==> config.mk <==
export PLATFORM = sky130hd
export DESIGN_NAME = seg7_display_driver_flat
export DESIGN_NICKNAME = d
export VERILOG_FILES = /design/src/rtl/seg7_display_driver_if.sv /design/src/rtl/seg7_display_driver.sv /design/src/flat_wrapper.sv
export SDC_FILE = /design/constraint.sdc
export NUM_CORES = 1
export LEC_CHECK = 0
export BUFFER_PORTS_ARGS = -buffer_cell sky130_fd_sc_hd__clkbuf_2
export CAP_MARGIN = 20
export CORE_MARGIN = 3
export CORE_UTILIZATION = 60
export DETAILED_ROUTE_END_ITERATION = 6
export HOLD_SLACK_MARGIN = 0.03
export PLACE_DENSITY = 0.86
export SYNTH_ARGS = -nofsm -noshare
export SYNTH_HDL_FRONTEND = slang
export SYNTH_SLANG_ARGS = --single-unit
==> constraint.sdc <==
create_clock -name clk -period 6 [get_ports clk]
set_clock_uncertainty 0.15 [all_clocks]
set_input_delay 0.9 -clock clk [delete_from_list [all_inputs] [get_ports clk]]
set_output_delay 0.9 -clock clk [all_outputs]
set_load 0.1 [all_outputs]
==> src/rtl/seg7_display_driver_if.sv <==
// Bus between the CPU output register and the 7-segment display driver.
interface seg7_display_driver_if;
    logic [7:0] dataIn;
    logic       hexMode;
    logic [6:0] seg;
    logic       dp;
    logic [3:0] an;
    logic       busy;

    modport master (
        output dataIn, hexMode,
        input  seg, dp, an, busy
    );

    modport slave (
        input  dataIn, hexMode,
        output seg, dp, an, busy
    );
endinterface

==> src/rtl/seg7_display_driver.sv <==
// Multiplexed 4-digit 7-segment driver: decimal (double-dabble) or hex display of an 8-bit value.
// state   | meaning
// IDLE    | watching for a new value/mode; CONVERT | 8 double-dabble steps; DONE | load digit registers
module seg7_display_driver #(
    parameter int DATA_WIDTH    = 8,
    parameter int REFRESH_COUNT = 50000
) (
    input  logic                  clk,
    input  logic                  reset,
    seg7_display_driver_if.slave  bus
);

    localparam int CNT_W = (REFRESH_COUNT > 1) ? $clog2(REFRESH_COUNT) : 1;

    typedef enum logic [1:0] {IDLE, CONVERT, DONE} state_t;

    state_t                  state;
    state_t                  state_next;
    logic                    start;

    logic [DATA_WIDTH-1:0]   last_value;
    logic                    last_mode;
    logic                    pending;
    logic [DATA_WIDTH-1:0]   shift;
    logic [11:0]             bcd;
    logic [11:0]             bcd_adj;
    logic [2:0]              iter;

    logic [3:0][3:0]         digit_val;
    logic [3:0]              digit_blank;

    logic [CNT_W-1:0]        refresh_cnt;
    logic [1:0]              scan_idx;
    logic [6:0]              seg_q;
    logic [3:0]              an_q;

    function automatic logic [6:0] seg_code(input logic [3:0] v);
        logic [6:0] s;
        case (v)
            4'h0: s = 7'b1000000;
            4'h1: s = 7'b1111001;
            4'h2: s = 7'b0100100;
            4'h3: s = 7'b0110000;
            4'h4: s = 7'b0011001;
            4'h5: s = 7'b0010010;
            4'h6: s = 7'b0000010;
            4'h7: s = 7'b1111000;
            4'h8: s = 7'b0000000;
            4'h9: s = 7'b0010000;
            4'hA: s = 7'b0001000;
            4'hB: s = 7'b0000011;
            4'hC: s = 7'b1000110;
            4'hD: s = 7'b0100001;
            4'hE: s = 7'b0000110;
            default: s = 7'b0001110;
        endcase
        return s;
    endfunction

    always_ff @(posedge clk) begin
        if (!reset) begin
            state <= IDLE;
        end else begin
            state <= state_next;
        end
    end

    always_comb begin
        state_next = state;
        start      = 1'b0;
        case (state)
            IDLE: begin
                if (bus.dataIn != last_value || bus.hexMode != last_mode || pending) begin
                    start      = 1'b1;
                    state_next = CONVERT;
                end
            end
            CONVERT: begin
                if (iter == 3'd7) begin
                    state_next = DONE;
                end
            end
            DONE:    state_next = IDLE;
            default: state_next = IDLE;
        endcase
    end

    always_comb begin
        bcd_adj = bcd;
        for (int i = 0; i < 3; i++) begin
            if (bcd[i*4 +: 4] >= 4'd5) begin
                bcd_adj[i*4 +: 4] = bcd[i*4 +: 4] + 4'd3;
            end
        end
    end

    always_ff @(posedge clk) begin
        if (!reset) begin
            last_value  <= '0;
            last_mode   <= 1'b0;
            pending     <= 1'b1;
            shift       <= '0;
            bcd         <= '0;
            iter        <= '0;
            digit_val   <= '0;
            digit_blank <= 4'b1111;
        end else if (start) begin
            shift      <= bus.dataIn;
            bcd        <= '0;
            last_value <= bus.dataIn;
            last_mode  <= bus.hexMode;
            pending    <= 1'b0;
            iter       <= '0;
        end else if (state == CONVERT) begin
            {bcd, shift} <= {bcd_adj, shift} << 1;
            iter         <= iter + 3'd1;
        end else if (state == DONE) begin
            if (last_mode) begin
                digit_val   <= {8'h00, last_value[7:4], last_value[3:0]};
                digit_blank <= 4'b1100;
            end else begin
                digit_val      <= {4'h0, bcd[11:8], bcd[7:4], bcd[3:0]};
                digit_blank[3] <= 1'b1;
                digit_blank[2] <= (bcd[11:8] == 4'd0);
                // tens only disappears when the hundreds digit is also zero
                digit_blank[1] <= (bcd[11:8] == 4'd0) && (bcd[7:4] == 4'd0);
                digit_blank[0] <= 1'b0;
            end
        end
    end

    always_ff @(posedge clk) begin
        if (!reset) begin
            refresh_cnt <= '0;
            scan_idx    <= 2'd0;
            seg_q       <= 7'b1111111;
            an_q        <= 4'b1111;
        end else begin
            if (refresh_cnt == CNT_W'(REFRESH_COUNT - 1)) begin
                refresh_cnt <= '0;
                scan_idx    <= scan_idx + 2'd1;
            end else begin
                refresh_cnt <= refresh_cnt + 1'b1;
            end
            if (digit_blank[scan_idx]) begin
                seg_q <= 7'b1111111;
                an_q  <= 4'b1111;
            end else begin
                seg_q <= seg_code(digit_val[scan_idx]);
                an_q  <= ~(4'b0001 << scan_idx);
            end
        end
    end

    assign bus.seg  = seg_q;
    assign bus.an   = an_q;
    assign bus.dp   = 1'b1;
    assign bus.busy = (state != IDLE);

endmodule

==> src/flat_wrapper.sv <==
// flat-port wrapper written by rule: the top's interface ports become plain ports
module seg7_display_driver_flat 
#(
    parameter int DATA_WIDTH    = 8,
    parameter int REFRESH_COUNT = 50000
)
  (clk, reset, bus_dataIn, bus_hexMode, bus_seg, bus_dp, bus_an, bus_busy);
  seg7_display_driver_if bus_i ();
  input  logic clk;
  input  logic reset;
  input wire logic [$bits(bus_i.dataIn)-1:0] bus_dataIn;
  input wire logic [$bits(bus_i.hexMode)-1:0] bus_hexMode;
  output wire logic [$bits(bus_i.seg)-1:0] bus_seg;
  output wire logic [$bits(bus_i.dp)-1:0] bus_dp;
  output wire logic [$bits(bus_i.an)-1:0] bus_an;
  output wire logic [$bits(bus_i.busy)-1:0] bus_busy;
  assign bus_i.dataIn = bus_dataIn;
  assign bus_i.hexMode = bus_hexMode;
  assign bus_seg = bus_i.seg;
  assign bus_dp = bus_i.dp;
  assign bus_an = bus_i.an;
  assign bus_busy = bus_i.busy;
  seg7_display_driver #(.DATA_WIDTH(DATA_WIDTH), .REFRESH_COUNT(REFRESH_COUNT)) u_core (.clk(clk), .reset(reset), .bus(bus_i));
endmodule
==> run summary <==
Post-synthesis to final-layout area growth = 7.44%
Top area cells in the synthesized netlist = dfxtp_1 42%, ha_1 6.9%, nand2_1 5.8%
End of the worst hold path = u_core.digit_blank[0]
Via count of the first global-routing pass = 2,945
Clk_lat worst skew = 360 ps
Biggest area consumer among synthesized cells = dfxtp_1
Antenna violations before repair = 0
Post-Place Worst Slack = 2820 ps
Slowest cell on the critical path = nor2_1
Data arrival time of the critical path = 2400 ps
Final routed wirelength across all metal layers = 7.50 mm
Start of the worst register-to-register path = u_core.last_mode
Final Setup Violations = 0
Die X = 85.4 um
Number of hold buffers added after CTS = 0
Startpoint of the worst hold path = u_core.digit_blank[0]
Worst Hold Margin = 297 ps
CP Capture Type = output pin
Sequential area share after synthesis = 41.8%
Weighted congestion at the end of routability-driven global placement = 0.881
Power density relative to cell area = 231 nW/um^2
Worst-case vdd ir drop = 168 uV
Synthesis-stage register bit count = 79
Die extent in y = 85.4 um
Maximum number of pins on one net before global-route repair = 27
Worst hold path type = reg -> reg
Slew at the pin with the worst max-slew slack = 961 ps
Count of cells along the worst hold path = 2
Top-Level Pins = 24
Clock tree from TritonCTS = built
N_diodes = 0
Detailed-route via count = 3,053
H-tree levels = 3
Mean cell area of the mapped netlist = 8.74 sq um
Count of buffers added by post-CTS timing repair for setup = 0
Data required time at the worst endpoint = 4950 ps
Outcome = complete, no violations
Number of max-slew violations in the final report = 0
Startpoint class of the critical path = flop
Std-Cell Rows = 28
Number of violations reported at the end of detailed-routing iteration 0 = 192
Clock edge transition at the registers on the reported setup and hold paths = 80 ps
Final cell utilization of the core = 67.5%
WL/cell = 14.3 um
Post-synth net total = 465
Final layout net count = 476
Maximum fanout along the worst path = 16
Synthesized area = 3780 sq um
Cell types with the highest counts after synthesis = 79 x dfxtp_1, 58 x nand2_1, 41 x nor2_1, 21 x ha_1, 20 x mux2i_1
Endpoint of the worst register-to-register path = u_core.bcd[8]
Crit path cell chain = nor2_1 > inv_1 > clkbuf_2
Final TNS setup = 0 ps
Post-synth top area share = 41.8%
Flip-flop cell with the highest count after synthesis = dfxtp_1
Layout cells sized above 1 = 10.2%
Cells after Synth = 433
Buf/Inv on CP = 2
Remaining DRCs = 0
Fraction of synthesis flops using an asynchronous set or reset pin = 0%
Maximum capacitance violations = 0
Busiest layer in global routing = met2
Most frequent cell after synthesis = dfxtp_1
Fin. Hold Viols = 0
CTS root buf = clkbuf_8
Number of synthesis warnings = 0
Total track usage = 22.6%
Minimum clock period after layout = 3450 ps
Initial Utilization = 62.8%
CTS-repair resized insts = 0
Fmax achieved = 290 MHz
Maximum buffer depth of the clock tree = 2
Crit-path max cell delay = 800 ps
Period utilisation layout = 57.5%
Static power due to leakage = 1.47 nW
Area of the core = 6030 sq um
GR met2 Demand/Resource = 35.9%
Remaining Overflow, GRT = 0
Worst setup slack after layout = 2550 ps
Number of buffers created by CTS = 9
Class of the most critical setup path = reg -> out
DR pass1 iterations = 4
Remaining number of nets flagged by the antenna check after routing = 0
Dpl hpwl = 5.37 mm
RSZ-0062 raised after global routing = false
Gate family responsible for the most delay along the worst path = simple AND/OR/NAND/NOR gates
Layout fillers = 468
Number of distinct library cells after synthesis = 42
Met3 layer usage reported by global route = 5.05%
Die area = 7300 sq um
Number of cells traversed by the worst register-to-register path = 5
Via-per-instance ratio = 5.83
Total Power Consumption = 0.940 mW
Met1 track utilization from global routing = 28.3%
Total of buffers placed on input and output ports = 22
Rel. slew slack = 35.7%
EDFF count, synth = 0
First-pass GRT wire length = 13.2 mm
Slack of the worst reg-to-reg path = 3000 ps
Clock Sink Count = 79
==> per-stage QoR <==
| step | instance area [sq um] | cells |
|---|---|---|
| final | 4070 | 524 |
| after floorplan | 3780 | 433 |
| after detailed placement | 3890 | 507 |
| after global routing | 4070 | 524 |
| after CTS | 4060 | 523 |
| after global placement | 3890 | 507 |
==> worst min-delay path, stage by stage (launching register included) <==
cell     delay (ps)
dfxtp_1         320
nand2_1          50
nand2_1          40
==> sequential cells by signal, indices dropped and copies added, names as in the netlist <==
signal,cells
u_core.bcd,12
u_core.bus.an,4
u_core.bus.seg,7
u_core.digit_blank,3
u_core.digit_val,12
u_core.iter,3
u_core.last_mode,1
u_core.last_value,8
u_core.pending,1
u_core.refresh_cnt,16
u_core.scan_idx,2
u_core.shift,8
u_core.state,2
==> kinds of logic (layout without fill, tap and decap cells) <==
| group | Yosys count | in the layout | share of synthesized area [%] |
|---|---|---|---|
| other | 1 | 1 | 0.0991 |
| XOR/XNOR | 29 | 29 | 6.71 |
| flip-flops | 79 | 79 | 41.8 |
| multiplexers | 20 | 20 | 5.29 |
| AND/OR/NAND/NOR | 163 | 163 | 20.2 |
| AO/OA/AOI/OAI | 83 | 83 | 14.9 |
| buffers and inverters | 37 | 53 | 4.03 |
| adder cells (fa/ha/maj) | 21 | 21 | 6.94 |
==> final cells by class <==
type	count	area [sq um]	share of cell area, %
Inverter	13	48.8	1.20
Tap cell	75	93.8	2.31
Timing Repair Buffer	24	125	3.08
Clock buffer	11	131	3.23
Multi-Input combinational cell	317	2050	50.4
Clock inverter	5	35.0	0.862
Sequential cell	79	1580	38.9
==> power breakdown <==
part           switching [mW]  leakage [nW]  internal, mW
Combinational          0.0342         0.756        0.0196
Sequential             0.0115         0.642         0.534
Clock                   0.191        0.0716         0.149
==> how the worst max path moves through the flow <==
stage	startpoint	endpoint	cells after the start
after floorplan	bus_dataIn[7]	u_core.shift[1]	6
after global placement	bus_dataIn[7]	u_core.bcd[8]	6
after detailed placement	reset	u_core.bus.seg[6]	4
after CTS	u_core.state[1]	bus_busy	3
after global routing	u_core.state[1]	bus_busy	3
final	u_core.state[1]	bus_busy	3
==> layout by cell type, fill, tap and decap left out, types with 4 or more instances in the layout <==
| master | n |
|---|---|
| a211oi_1 | 12 |
| a21oi_1 | 19 |
| a21oi_2 | 8 |
| a22oi_1 | 4 |
| a31oi_1 | 4 |
| and3_1 | 8 |
| clkbuf_2 | 22 |
| clkbuf_8 | 9 |
| clkinvlp_4 | 4 |
| dfxtp_1 | 79 |
| ha_1 | 21 |
| inv_1 | 12 |
| mux2i_1 | 20 |
| nand2_1 | 58 |
| nand2b_1 | 5 |
| nand3_1 | 17 |
| nand4_1 | 6 |
| nor2_1 | 41 |
| nor3_1 | 7 |
| nor3b_1 | 4 |
| o21ai_0 | 12 |
| o221ai_1 | 4 |
| o22ai_1 | 5 |
| or3b_1 | 4 |
| xnor2_1 | 14 |
| xor2_1 | 15 |
==> routing by layer <==
layer	vias up	share of wire, %
met3	24	4.9
li1	1530	-
met1	1409	45
met4	0	3.8
met5	-	0
met2	90	46
No activity file was read; power rests on OpenSTA's default activity.
